File: src/rtl/long_divider_if.sv
// Operand/result bundle for the 7-bit / 4-bit CAS-array divider.
// Ports: D (dividend), M (divisor) toward the divider; Q, R and the two
// debug views (debug_cas_array_sum, debug_Q_wire) back from it.
interface long_divider_if;
  logic [6:0] D;
  logic [3:0] M;
  logic [3:0] Q;
  logic [3:0] R;
  logic [4:0] debug_cas_array_sum;
  logic [3:0] debug_Q_wire;

  // master: operand source / result consumer
  modport master (
    output D, M,
    input  Q, R, debug_cas_array_sum, debug_Q_wire
  );

  // slave: the divider itself
  modport slave (
    input  D, M,
    output Q, R, debug_cas_array_sum, debug_Q_wire
  );
endinterface

File: src/rtl/long_divider.sv
// Unsigned 7-bit / 4-bit divider: 4-row non-restoring CAS array, registered outputs.
// Latency: 1 cycle; new operands accepted every cycle.
// Backpressure: none (no handshake, no busy state).
// Ports: clk, rst (synchronous, active-high); dif.slave carries D, M in and
// Q, R, debug_cas_array_sum, debug_Q_wire out.
module long_divider (
  input  logic            clk,
  input  logic            rst,
  long_divider_if.slave   dif
);

  // One CAS row: shift-in already applied by the caller. The sign of the
  // previous partial remainder (via its quotient bit) picks add or subtract.
  function automatic logic [4:0] cas_row(input logic [4:0] s,
                                         input logic [4:0] mz,
                                         input logic       q_prev);
    cas_row = q_prev ? (s - mz) : (s + mz);
  endfunction

  logic [4:0] mz;
  logic [4:0] p3, p2, p1, p0;
  logic [3:0] qw;
  logic [4:0] rc;
  logic       special;

  logic [3:0] q_d, r_d, qw_d;
  logic [4:0] sum_d;
  logic [3:0] q_q, r_q, qw_q;
  logic [4:0] sum_q;

  always_comb begin
    mz    = {1'b0, dif.M};
    p3    = {1'b0, dif.D[6:3]} - mz;
    qw[3] = ~p3[4];
    p2    = cas_row({p3[3:0], dif.D[2]}, mz, qw[3]);
    qw[2] = ~p2[4];
    p1    = cas_row({p2[3:0], dif.D[1]}, mz, qw[2]);
    qw[1] = ~p1[4];
    p0    = cas_row({p1[3:0], dif.D[0]}, mz, qw[1]);
    qw[0] = ~p0[4];

    // A negative final partial remainder needs one add-back of the divisor.
    rc = p0[4] ? (p0 + mz) : p0;

    // Quotient must fit in 4 bits: D < 16*M, compared at 8 bits.
    special = (dif.M == 4'd0) || ({1'b0, dif.D} >= {dif.M, 4'h0});

    q_d   = special ? 4'hF : qw;
    r_d   = special ? 4'hF : rc[3:0];
    qw_d  = qw;
    sum_d = p0;
  end

  always_ff @(posedge clk) begin
    if (rst) begin
      q_q   <= 4'd0;
      r_q   <= 4'd0;
      qw_q  <= 4'd0;
      sum_q <= 5'd0;
    end else begin
      q_q   <= q_d;
      r_q   <= r_d;
      qw_q  <= qw_d;
      sum_q <= sum_d;
    end
  end

  assign dif.Q                   = q_q;
  assign dif.R                   = r_q;
  assign dif.debug_Q_wire        = qw_q;
  assign dif.debug_cas_array_sum = sum_q;

endmodule

File: src/flat_wrapper.sv
// flat-port wrapper written by rule: the top's interface ports become plain ports
module long_divider_flat 
  (clk, rst, dif_D, dif_M, dif_Q, dif_R, dif_debug_cas_array_sum, dif_debug_Q_wire);
  long_divider_if dif_i ();
  input  logic clk;
  input  logic rst;
  input wire logic [$bits(dif_i.D)-1:0] dif_D;
  input wire logic [$bits(dif_i.M)-1:0] dif_M;
  output wire logic [$bits(dif_i.Q)-1:0] dif_Q;
  output wire logic [$bits(dif_i.R)-1:0] dif_R;
  output wire logic [$bits(dif_i.debug_cas_array_sum)-1:0] dif_debug_cas_array_sum;
  output wire logic [$bits(dif_i.debug_Q_wire)-1:0] dif_debug_Q_wire;
  assign dif_i.D = dif_D;
  assign dif_i.M = dif_M;
  assign dif_Q = dif_i.Q;
  assign dif_R = dif_i.R;
  assign dif_debug_cas_array_sum = dif_i.debug_cas_array_sum;
  assign dif_debug_Q_wire = dif_i.debug_Q_wire;
  long_divider u_core (.clk(clk), .rst(rst), .dif(dif_i));
endmodule
File: config.mk
export PLATFORM = sky130hd
export DESIGN_NAME = long_divider_flat
export DESIGN_NICKNAME = d
export VERILOG_FILES = /design/src/rtl/long_divider_if.sv /design/src/rtl/long_divider.sv /design/src/flat_wrapper.sv
export SDC_FILE = /design/constraint.sdc
export NUM_CORES = 1
export LEC_CHECK = 0
export BUFFER_PORTS_ARGS = -buffer_cell sky130_fd_sc_hd__buf_2
export CAP_MARGIN = 20
export CORE_UTILIZATION = 50
export CTS_BUF_LIST = sky130_fd_sc_hd__clkbuf_8
export DETAILED_ROUTE_END_ITERATION = 10
export PLACE_DENSITY_LB_ADDON = 0.3
export SLEW_MARGIN = 10
export SYNTH_ARGS = -nofsm -noshare
export SYNTH_HDL_FRONTEND = slang
export SYNTH_SLANG_ARGS = --single-unit
File: constraint.sdc
create_clock -name clk -period 22.8 [get_ports clk]
set_clock_uncertainty 0.05 [all_clocks]
set_input_delay 3.42 -clock clk [delete_from_list [all_inputs] [get_ports clk]]
set_output_delay 3.42 -clock clk [all_outputs]
set_load 0.05 [all_outputs]
==> out/results.txt <==
First-pass GRT wire length: 5230 microns
Seq/Total Area, Yosys: 21.4%
Synth Instances: 171
Worst-path fanout max: 10
Post-route ant nets: 0
Hold_sp: rst
Setup Viol. Count Final: 0
Routed vias: 1,275
Final hold vios: 0
Routability cong.: 0.811
Max-cap viol count: 0
Setup crit end kind: flop
Period minus WS final: 11.27 ns
Post-synth EDFFs: 0
Crit path launch: dif_M[0]
WL final: 2930 microns
DR iter-0 viols: 25
Hold EP: u_core.dif.debug_cas_array_sum[0]$_SDFF_PP0_
Hold path depth: 2
Distinct cell type count after synthesis: 42
Clk slew on worst S/H paths: 0.06 ns
Relative slew margins: 56.3%
Crit path required time: 22.87 ns
Die area: 0.00340 sq mm
Fmax achieved: 88.7 MHz
Status: finished, final reports clean
# rows: 20
Critical Path Max Stage Delay: 0.55 ns
Fraction of registers with async set/reset: 0%
Core area: 0.00303 sq mm
CTS tree: built
Nets: 244
Starting density of the core: 52.4%
Wire per inst: 11.9 microns
Top_reg_cell synth: dfxtp_1
Post-Syn Nets: 212
Final period util: 49.4%
Total global routing overflow: 0
Slowest cell on crit path: xnor2_1
Die H: 58.4 microns
Post-CTS setup repair buffer count: 0
Hold Path Class: input pin to flop
Die outline width: 58.4 microns
Largest net degree at the start of global routing: 23
Clock root buffer: clkbuf_8
Pre-antenna DRT Iters: 4
Most common cell after layout, fill and taps aside: buf_2
Most used cell, CP: fa_1
# resized after CTS: 0
Port Buffers: 29
Initial antenna violation count: 0
Via density: 5.18
Synth-to-Final Area Change: 14.3%
Post-synthesis cell area: 0.00159 sq mm
Num CTS Buffers: 3
Htree depth: 1
Worst slew pin tran: 0.651 ns
Crit Path Category: input pin to flop
Yosys reg bits: 17
Layout cells sized above 1: 24.8%
Num ports: 30
YS warnings: 0
CTS Hold Bufs: 0
Arrival time at the worst endpoint: 11.34 ns
Vias in the first global route: 1,295
DRC: 0
Final setup TNS: 0 ns
RSZ-0062 raised after global routing: false
Most frequent cells in the layout: buf_2, ha_1, dfxtp_1
Startpoint types: input pin
Most used routing layer: met2
CTS max path bufs: 2
# diodes: 0
Total Routing Usage GR: 20.2%
CTS Sinks: 17
Slew Viols, Final: 0
Fillcell total: 274
Grt met2 use: 37.8%
M3 GR Usage: 1.32%
M1 GR Usage: 22.6%
Synth Area per Inst: 9.29 sq um
Final HPWL DP: 2490 microns
[sequential cells by signal, indices dropped and copies added (netlist names)]
register / flops
u_core.dif.debug_cas_array_sum: 5
u_core.dif.Q: 4
u_core.dif.R: 4
u_core.dif.debug_Q_wire: 4
[worst max-delay path by stage]
stage                                            end  slack [ns]  cells after the start
after CTS                 u_core.dif.R[0]$_SDFF_PP0_       11.59                     30
final                     u_core.dif.R[0]$_SDFF_PP0_       11.53                     30
after global routing      u_core.dif.R[0]$_SDFF_PP0_       11.02                     30
after global placement    u_core.dif.R[0]$_SDFF_PP0_       11.53                     30
after floorplan           u_core.dif.R[0]$_SDFF_PP0_       12.28                     30
after detailed placement  u_core.dif.R[0]$_SDFF_PP0_       11.33                     30
[stage by stage]
stage | area (sq um) | util, % | instances | worst slack (ns) | hold slack [ns]
2_1_floorplan | 1590 | - | 171 | 12.28 | 3.46
3_3_place_gp | 1770 | 58.5 | 242 | 11.53 | 3.73
3_5_place_dp | 1770 | 58.5 | 242 | 11.33 | 3.74
4_1_cts | 1820 | 60.0 | 246 | 11.59 | 3.48
5_1_grt | 1820 | 60.0 | 246 | 11.02 | 3.51
6_report | 1820 | 60.0 | 246 | 11.53 | 3.48
[critical path: cells and delay by family]
kind / cells / cell delay, ns
buffers and inverters: 4 / 0.39
adders and majority gates: 5 / 1.72
and+or+nand+nor: 4 / 1.11
AOI/OAI and AO/OA: 8 / 1.60
xor gates and xnor gates: 5 / 1.66
muxes: 4 / 1.43
[synthesized netlist by cell type, types with 2 or more instances]
cell type   n  area, sq um
nor2_1     14         52.6
mux2i_1     3         30.0
nand2b_1    2         12.5
and3_2      2         15.0
xnor2_1    14          123
inv_1      13         48.8
a21oi_2     3         26.3
nor2b_1     3         18.8
nand3b_1    2         15.0
nor3_1      5         25.0
mux2_2      5         56.3
xor2_1      6         52.6
a21oi_1     8         40.0
fa_1        5          100
nor4_1      2         12.5
nand2_1    11         41.3
dfxtp_1    17          340
a21o_1      7         52.6
ha_1       23          288
o21ai_0     4         20.0
[area by class of cell]
cell class	instances	area, sq um	area share, %
inverters	15	56.3	3.10
multi-input cells	137	1170	64.6
clock buffers	3	41.3	2.27
repair buffers	29	145	7.99
well taps	44	55.1	3.03
clock inverters	1	3.75	0.207
flip-flops and latches	17	340	18.7
[layer usage]
metal	vias to the layer above	part of all wire, %
li1	650	-
met1	591	45
met2	29	50
met3	5	3.0
met4	0	2.0
met5	-	0
[cell families after synthesis]
logic type	Yosys count	share of synthesized area, %
adders and majority gates	28	24.4
and+or+nand+nor	48	15.5
DFF	17	21.4
xor gates and xnor gates	22	13.9
AOI/OAI and AO/OA	29	12.2
buffers and inverters	17	4.65
muxes	10	7.80
Power is not shown: default switching activity piles up to over one toggle a cycle in this logic, so the estimate is an artifact.
